$ cat src/rtl/user_request_arbiter.sv
// Round-robin arbiter funnelling NUM_PORTS request/ack clients onto one
// single-outstanding memory bridge (enable pulse out, ready pulse back).
module user_request_arbiter #(
  parameter int unsigned NUM_PORTS       = 4,
  parameter int unsigned USER_DATA_WIDTH = 128,
  parameter int unsigned USER_ADDR_WIDTH = 32,
  parameter int unsigned STARTUP_CYCLES  = 4
) (
  input  logic                                   ACLK,
  input  logic                                   ARESETN,
  input  logic [NUM_PORTS-1:0]                   req_valid,
  input  logic [NUM_PORTS-1:0]                   req_write,
  input  logic [NUM_PORTS*USER_ADDR_WIDTH-1:0]   req_addr,
  input  logic [NUM_PORTS*USER_DATA_WIDTH-1:0]   req_wdata,
  output logic [NUM_PORTS-1:0]                   req_ack,
  output logic [USER_DATA_WIDTH-1:0]             req_rdata,
  output logic [$clog2(NUM_PORTS)-1:0]           grant_idx,
  output logic [USER_ADDR_WIDTH-1:0]             mem_addr,
  output logic                                   mem_read_enable,
  output logic                                   mem_write_enable,
  output logic [USER_DATA_WIDTH-1:0]             mem_write_data,
  input  logic [USER_DATA_WIDTH-1:0]             mem_read_data,
  input  logic                                   mem_ready
);

  localparam int unsigned IDX_W = $clog2(NUM_PORTS);
  localparam int unsigned CNT_W = (STARTUP_CYCLES > 1) ? $clog2(STARTUP_CYCLES) : 1;

  typedef enum logic [2:0] {INIT, IDLE, ISSUE, WAIT, DONE} state_t;

  state_t                     state, state_nxt;
  logic [CNT_W-1:0]           init_cnt, init_cnt_nxt;
  logic [IDX_W-1:0]           rr_ptr, rr_ptr_nxt;
  logic                       wr_flag, wr_flag_nxt;
  logic [IDX_W-1:0]           grant_idx_nxt;
  logic [USER_ADDR_WIDTH-1:0] mem_addr_nxt;
  logic [USER_DATA_WIDTH-1:0] mem_write_data_nxt;
  logic [USER_DATA_WIDTH-1:0] req_rdata_nxt;
  logic [NUM_PORTS-1:0]       req_ack_nxt;
  logic                       mem_read_enable_nxt;
  logic                       mem_write_enable_nxt;

  logic                       init_done;
  logic                       win_found;
  logic [IDX_W-1:0]           win_idx;
  logic [IDX_W-1:0]           cand;

  logic [USER_ADDR_WIDTH-1:0] addr_arr  [NUM_PORTS];
  logic [USER_DATA_WIDTH-1:0] wdata_arr [NUM_PORTS];

  for (genvar i = 0; i < NUM_PORTS; i++) begin : g_unpack
    assign addr_arr[i]  = req_addr[i*USER_ADDR_WIDTH +: USER_ADDR_WIDTH];
    assign wdata_arr[i] = req_wdata[i*USER_DATA_WIDTH +: USER_DATA_WIDTH];
  end

  assign init_done = (32'(init_cnt) + 32'd1 >= STARTUP_CYCLES);

  // First requesting port at or above rr_ptr, wrapping around
  always_comb begin
    win_found = 1'b0;
    win_idx   = '0;
    cand      = '0;
    for (int k = 0; k < int'(NUM_PORTS); k++) begin
      cand = IDX_W'((int'(rr_ptr) + k) % int'(NUM_PORTS));
      if (!win_found && req_valid[cand]) begin
        win_found = 1'b1;
        win_idx   = cand;
      end
    end
  end

  // State and registered outputs
  always_ff @(posedge ACLK or negedge ARESETN) begin
    if (!ARESETN) begin
      state            <= INIT;
      init_cnt         <= '0;
      rr_ptr           <= '0;
      wr_flag          <= 1'b0;
      grant_idx        <= '0;
      mem_addr         <= '0;
      mem_write_data   <= '0;
      req_rdata        <= '0;
      req_ack          <= '0;
      mem_read_enable  <= 1'b0;
      mem_write_enable <= 1'b0;
    end else begin
      state            <= state_nxt;
      init_cnt         <= init_cnt_nxt;
      rr_ptr           <= rr_ptr_nxt;
      wr_flag          <= wr_flag_nxt;
      grant_idx        <= grant_idx_nxt;
      mem_addr         <= mem_addr_nxt;
      mem_write_data   <= mem_write_data_nxt;
      req_rdata        <= req_rdata_nxt;
      req_ack          <= req_ack_nxt;
      mem_read_enable  <= mem_read_enable_nxt;
      mem_write_enable <= mem_write_enable_nxt;
    end
  end

  // Next-state logic
  always_comb begin
    state_nxt = state;
    case (state)
      INIT:    if (init_done) state_nxt = IDLE;
      IDLE:    if (win_found) state_nxt = ISSUE;
      ISSUE:   state_nxt = WAIT;
      WAIT:    if (mem_ready) state_nxt = DONE;
      DONE:    state_nxt = IDLE;
      default: state_nxt = INIT;
    endcase
  end

  // Next values of the registered outputs and datapath; enables and ack pulse
  always_comb begin
    init_cnt_nxt         = init_cnt;
    rr_ptr_nxt           = rr_ptr;
    wr_flag_nxt          = wr_flag;
    grant_idx_nxt        = grant_idx;
    mem_addr_nxt         = mem_addr;
    mem_write_data_nxt   = mem_write_data;
    req_rdata_nxt        = req_rdata;
    req_ack_nxt          = '0;
    mem_read_enable_nxt  = 1'b0;
    mem_write_enable_nxt = 1'b0;
    case (state)
      INIT: init_cnt_nxt = init_cnt + CNT_W'(1);
      IDLE: begin
        if (win_found) begin
          grant_idx_nxt        = win_idx;
          mem_addr_nxt         = addr_arr[win_idx];
          mem_write_data_nxt   = wdata_arr[win_idx];
          wr_flag_nxt          = req_write[win_idx];
          mem_write_enable_nxt = req_write[win_idx];
          mem_read_enable_nxt  = !req_write[win_idx];
          rr_ptr_nxt           = (win_idx == IDX_W'(NUM_PORTS - 1)) ? '0 : win_idx + IDX_W'(1);
        end
      end
      WAIT: begin
        if (mem_ready) begin
          if (!wr_flag) req_rdata_nxt = mem_read_data;
          req_ack_nxt[grant_idx] = 1'b1;
        end
      end
      default: ;
    endcase
  end

endmodule
$ cat config.mk
export PLATFORM = sky130hd
export DESIGN_NAME = user_request_arbiter
export DESIGN_NICKNAME = d
export VERILOG_FILES = /design/src/rtl/user_request_arbiter.sv
export SDC_FILE = /design/constraint.sdc
export NUM_CORES = 1
export LEC_CHECK = 0
export CORE_AREA = 2 2 415 417
export DETAILED_ROUTE_END_ITERATION = 8
export DIE_AREA = 0 0 417 419
export SLEW_MARGIN = 20
export SYNTH_ARGS = -nofsm -noshare
export SYNTH_HDL_FRONTEND = slang
export SYNTH_SLANG_ARGS = --single-unit
export TNS_END_PERCENT = 5
$ cat constraint.sdc
create_clock -name ACLK -period 4.8 [get_ports ACLK]
set_input_delay 0.96 -clock ACLK [delete_from_list [all_inputs] [get_ports ACLK]]
set_output_delay 0.96 -clock ACLK [all_outputs]
set_load 0.005 [all_outputs]
==> flow_summary.json, run 1 <==
{
  "drt_iter0_markers": 1741,
  "insertion_delay_ns": 0.66,
  "avgViaCountPerCell": 3.99,
  "antenna_found_initial": 49,
  "rsz0062_at_grt": "no",
  "max-cap-violations": 0,
  "drcViolationCount": 0,
  "synth-seq-area-share_pct": 47.5,
  "critPathMaxFanout": 51,
  "min_period_over_period_pct": 68.4,
  "ant_nets": 0,
  "fp.dieH_um": 419,
  "ctsHoldBuffers": 0,
  "nFillCells": 18800,
  "die_w_um": 417,
  "grt_pass1_wl_mm": 167,
  "finalMaxSlewViolations": 0,
  "worst_slew_pin_slew_ns": 0.931,
  "hpwlAfterDp_mm": 101,
  "run_status": "complete, no violations",
  "setup_tns_ns": 0,
  "nets": 3409,
  "syn_nets": 2421,
  "start_kind": "primary input",
  "powerDensity_nw_per_um2": 548,
  "drive_gt1_share_pct": 10.2,
  "cp-end-kind": "register",
  "avgSynthCellArea_um2": 9.76,
  "max_freq_mhz": 305,
  "grt_usage_pct": 13.8,
  "cts_max_path_buffers": 3,
  "drt-total-wl_mm": 128,
  "seqCellArea_um2": 7610,
  "fin_crit_ns": 3.28,
  "wl_per_cell_um": 26.0,
  "htree_levels": 2,
  "final_cell_mix": "clkdlybuf4s50_1 (1,073), nand3_1 (476), dfrtp_1 (304)",
  "final_util_pct": 18.2,
  "synthDominantCellAreaShare_pct": 47.5,
  "grt-ovfl-total": 0,
  "crit_arrival_ns": 3.79,
  "postCtsSetupRepairBufs": 0,
  "io_buffers": 1074,
  "ys_seq_elements": 304,
  "die-area_um2": 175000,
  "synth_cell_types": 41,
  "cts_resized": 0,
  "peakVddDrop_uv": 334,
  "crit_type": "primary input to register",
  "start_util_pct": 9.38,
  "cts_root_buffer": "clkbuf_16",
  "grt_pass1_vias": 19400,
  "cts.clk_slew.worst_paths_ns": 0.07,
  "synthCells": 1640,
  "cts_sinks": 304,
  "cts_tree": "done",
  "grt_start_max_net_pins": 91,
  "multi_input_area_um2": 7710,
  "yosysTopAreaCell": "dfrtp_1",
  "hold_viol_final": 0,
  "placementRows": 152,
  "leakage_nw": 11.4,
  "finalSetupViolCount": 0,
  "gp_congestion": 0.979,
  "dp.cells": 4817,
  "syn-cell-area_um2": 16000,
  "finalNonFillerCells": 4906,
  "core_area_um2": 171000,
  "areaGrowthSynthToFinish_pct": 93.7,
  "pin_count": 1075,
  "fin_worst_skew_ns": 0.0300,
  "hold_path_class": "primary input to async pin",
  "worstPathRequired_ns": 5.31,
  "ys_warn_count": 0,
  "via_count": 19600,
  "synthTopCellsByArea": "dfrtp_1 (48%), nand3_1 (15%), mux2_2 (9.1%), a32oi_1 (8.7%), a21o_1 (7.5%)",
  "final_common_cell": "clkdlybuf4s50_1",
  "relSlewSlack_pct": 37.2,
  "dr.pass1.iters": 5,
  "cts_buffers": 42
}
-- final timing paths --
path / cells after the start / slack (ns) / to / from
hold / removal: 1 / 0.36 / req_rdata[0] / ARESETN
max in group asynchronous: 2 / 3.33 / mem_write_data[20] / ARESETN
min in group ACLK: 1 / 0.49 / init_cnt[0] / init_cnt[0]
hold reg to reg: 1 / 0.49 / init_cnt[0] / init_cnt[0]
setup reg to reg: 6 / 2.03 / mem_write_data[90] / rr_ptr[1]
setup / recovery: 8 / 1.52 / mem_addr[22] / req_valid[1]
-- kinds of logic after synthesis --
| group | Yosys count | synth area share, % |
|---|---|---|
| AOI/OAI and AO/OA | 492 | 21.9 |
| adders and majority gates | 2 | 0.156 |
| muxes | 134 | 9.39 |
| xor gates and xnor gates | 1 | 0.0547 |
| DFF | 304 | 47.5 |
| and+or+nand+nor | 514 | 16.1 |
| buffers and inverters | 193 | 4.83 |
-- worst max-delay path: stages --
cell	delay, ns
clkdlybuf4s50_1	0.55
nor4_1	0.67
nor4b_2	0.22
nand3_4	0.18
buf_4	0.55
buf_4	0.43
a21o_1	0.14
nand3_1	0.08
-- final cells by class --
| type | instances | area share, % |
|---|---|---|
| multi-input cells | 1143 | 24.9 |
| well taps | 2233 | 9.01 |
| diodes | 15 | 0.121 |
| clock inverters | 14 | 0.581 |
| flip-flops and latches | 304 | 24.5 |
| inverters | 4 | 0.0646 |
| clock buffers | 60 | 4.03 |
| repair buffers | 1133 | 36.8 |
-- state kept, by name, summed over array words and instances, names as in the netlist --
name and cells:
grant_idx 2, init_cnt 2, mem_addr 32, mem_read_enable 1, mem_write_data 128, mem_write_enable 1
req_ack 4, req_rdata 128, rr_ptr 2, state 3, wr_flag 1
-- power breakdown --
part           internal (mW)  switching, mW
registers               3.84          0.854
logic                   4.40           4.53
clock network           1.93           1.43
-- synth_stat cells --
cell / number
o22ai_1: 1
or2_2: 1
a211o_1: 1
nand3_1: 477
or4b_1: 1
a221oi_1: 1
and3_1: 2
a2bb2oi_2: 1
clkbuf_1: 141
a32oi_1: 159
nand4b_1: 1
buf_1: 9
o21ai_0: 148
a21oi_1: 2
inv_2: 1
a41oi_1: 1
inv_1: 3
nor2_1: 6
nor4_1: 1
o21ai_1: 10
nand2b_1: 3
a21oi_2: 1
a22o_1: 1
a21o_1: 159
nor4b_2: 1
o211ai_1: 2
a22oi_1: 1
o221ai_1: 1
buf_2: 39
o2bb2ai_1: 1
nor3b_1: 2
o31ai_1: 1
mux2_2: 129
ha_1: 2
o21a_1: 1
and2_0: 1
nand2_1: 16
nor3_1: 2
mux2i_1: 5
xor2_1: 1
dfrtp_1: 304
-- layer usage --
layer | vias to the layer above | track usage [%] | share of wire [%]
li1 | 8257 | - | -
met1 | 9820 | 16.1 | 38
met2 | 1248 | 22.8 | 48
met3 | 205 | 5.39 | 11
met4 | 38 | 4.74 | 3.3
met5 | - | 0.834 | 0.19
-- through the flow --
stage	power, mW	hold WS [ns]	instance area (um^2)	setup WS (ns)
6_report	17.0	0.361	31000	1.52
5_1_grt	17.8	0.393	31000	1.40
4_1_cts	17.2	0.332	31000	1.57
3_5_place_dp	13.7	0.483	29500	0.876
3_3_place_gp	13.6	0.466	29500	0.777
2_1_floorplan	8.12	0.448	16000	2.29
Power figures use the tool's default switching activity.
==> inputs of run 2 (changes only) <==
--- a/config.mk
+++ b/config.mk
@@ -5,9 +5,9 @@
 export SDC_FILE = /design/constraint.sdc
 export NUM_CORES = 1
 export LEC_CHECK = 0
-export CORE_AREA = 2 2 415 417
+export CORE_AREA = 2 2 420 422
 export DETAILED_ROUTE_END_ITERATION = 8
-export DIE_AREA = 0 0 417 419
+export DIE_AREA = 0 0 422 424
 export SLEW_MARGIN = 20
 export SYNTH_ARGS = -nofsm -noshare
 export SYNTH_HDL_FRONTEND = slang
==> constraint.sdc (replaced) <==
create_clock -name ACLK -period 3.43 [get_ports ACLK]
set_input_delay 0.686 -clock ACLK [delete_from_list [all_inputs] [get_ports ACLK]]
set_output_delay 0.686 -clock ACLK [all_outputs]
set_load 0.005 [all_outputs]
==> flow_summary.json, run 2 (synthesis gave the netlist of run 1 again) <==
{
  "powerDensity_nw_per_um2": 758,
  "timing.rr.start": "rr_ptr[0]",
  "via_count": 19500,
  "cts_resized": 0,
  "dr.pass1.iters": 6,
  "preCtsSetupSlack_ns": 0.0698,
  "cp_cell_sequence": "clkdlybuf4s50_1, nor4_1, buf_4, or4b_4, a21oi_4, buf_12, buf_12, a32oi_1, nand3_1",
  "hold_viol_final": 3,
  "leakage_nw": 11.5,
  "r2r_slack_ns": 0.95,
  "max-cap-violations": 0,
  "wl_per_cell_um": 24.5,
  "postCtsSetupRepairBufs": 0,
  "crit_type": "primary input to register",
  "rsz0062_at_grt": "no",
  "crit_arrival_ns": 3.26,
  "worstPathRequired_ns": 3.99,
  "io_buffers": 1074,
  "core_area_um2": 175000,
  "htree_levels": 2,
  "critPathMaxFanout": 52,
  "placementRows": 154,
  "finalSetupViolCount": 0,
  "timing.hold.ws_ns": -0.00655,
  "nets": 3427,
  "cp-end-kind": "register",
  "die_w_um": 422,
  "grt_usage_pct": 13.0,
  "peakVddDrop_uv": 556,
  "p_total_mw": 23.8,
  "cts_max_path_buffers": 3,
  "hold_path_class": "primary input to async pin",
  "reg2reg_depth": 7,
  "grt_start_max_net_pins": 86,
  "finalMaxSlewViolations": 0,
  "final_cell_mix": "clkdlybuf4s50_1 (1,073), nand3_1 (476), dfrtp_1 (304)",
  "max_freq_mhz": 370,
  "max_stage_delay_ns": 0.63,
  "setup_tns_ns": 0,
  "run_status": "finished with violations",
  "pin_count": 1075,
  "largestRegisters": "mem_write_data (128), req_rdata (128), mem_addr (32)",
  "antenna_found_initial": 56,
  "setup_slack_ns": 0.728,
  "die-area_um2": 179000,
  "p_comb_share_pct": 52.7,
  "nFillCells": 19600,
  "fin_worst_skew_ns": 0.0270,
  "reg2reg_to": "mem_write_data[113]",
  "ctsHoldBuffers": 0,
  "worst_slew_pin_slew_ns": 0.855,
  "switching_share_pct": 39.3,
  "fp.dieH_um": 424,
  "min_period_over_period_pct": 78.8,
  "start_kind": "primary input",
  "final_common_cell": "clkdlybuf4s50_1",
  "cts_root_buffer": "clkbuf_16",
  "grt_pass1_vias": 19100,
  "net-switching-power_mw": 9.37,
  "cts.clk_slew.worst_paths_ns": 0.06,
  "relSlewSlack_pct": 43.0,
  "ant_nets": 0,
  "insertion_delay_ns": 0.64,
  "gp_congestion": 1.01,
  "areaGrowthSynthToFinish_pct": 96.4,
  "grt_pass1_wl_mm": 163,
  "pwr-share-seq_pct": 27.7,
  "drt-total-wl_mm": 123,
  "drive_gt1_share_pct": 10.6,
  "avgViaCountPerCell": 3.88,
  "drt_iter0_markers": 1947,
  "cpMostUsedCell": "buf_12",
  "p_clk_share_pct": 19.5,
  "cts_buffers": 41,
  "critPathSlowestCell": "clkdlybuf4s50_1",
  "drcViolationCount": 0,
  "fin_crit_ns": 2.70,
  "cts_tree": "done",
  "start_util_pct": 9.15,
  "violations": "negative hold slack",
  "grt-ovfl-total": 0,
  "hpwlAfterDp_mm": 97.9,
  "cts_sinks": 304,
  "p_int_mw": 14.5
}
-- run 2: changes by cell type in the layout (fill, tap and decap cells not counted), sizes merged --
cell,before,now
clkinv,9,7
diode,15,22
buf,60,79
clkbuf,60,53
bufinv,2,5
-- run 2: worst max-delay path: cells and delay by family --
kind            cells  cell delay [ns]
buf+inv             4             1.25
simple gates        3             0.81
compound gates      2             0.46
-- run 2: metrics by stage --
step	hold WS, ns	utilization, %	std cells	cell area (um^2)
finish	-0.00655	18.0	5033	31400
global route	0.00436	17.9	5019	31400
CTS	0.0194	17.9	5011	31400
detailed placement	0.471	17.1	4943	30000
global placement	0.460	17.1	4943	30000
floorplan	0.390	-	1640	16000
-- run 2: worst max-delay path by stage --
| stage | end | slack (ns) | cells past startpoint | startpoint |
|---|---|---|---|---|
| 4_1_cts | grant_idx[0] | 0.56 | 1 | grant_idx[0] |
| 2_1_floorplan | mem_addr[0] | 1.19 | 7 | req_valid[1] |
| 3_5_place_dp | mem_write_data[68] | 0.07 | 9 | req_valid[2] |
| 3_3_place_gp | mem_write_data[101] | 0.04 | 9 | req_valid[2] |
| 6_report | mem_write_data[68] | 0.73 | 9 | req_valid[2] |
| 5_1_grt | grant_idx[0] | 0.61 | 1 | grant_idx[0] |
-- run 2: final cells by class --
type | instances | area, um^2 | share of cell area, %
diodes | 22 | 55.1 | 0.175
clock inverters | 15 | 264 | 0.840
multi-input cells | 1143 | 7710 | 24.5
clock buffers | 53 | 1140 | 3.63
flip-flops and latches | 304 | 7610 | 24.2
inverters | 4 | 20.0 | 0.0637
repair buffers | 1152 | 11700 | 37.2
well taps | 2340 | 2930 | 9.32
-- run 2: power by group through the flow --
stage               Clock, mW  Combinational (mW)  Sequential [mW]
detailed placement          0                12.6             6.59
floorplan                   0                4.92             6.44
global route             4.94                13.3             6.76
finish                   4.66                12.6             6.61
CTS                      4.81                12.7             6.57
global placement            0                12.5             6.53
-- run 2: routing by layer --
metal  vias to the layer above  part of all wire [%]  wire, um  track usage, %
li1                       8302                     -         -               -
met1                      9862                    38     47400            15.8
met2                      1152                    47     58400            21.1
met3                       196                    11     13200            4.70
met4                        24                   3.3      4090            4.81
met5                         -                  0.12       151               0
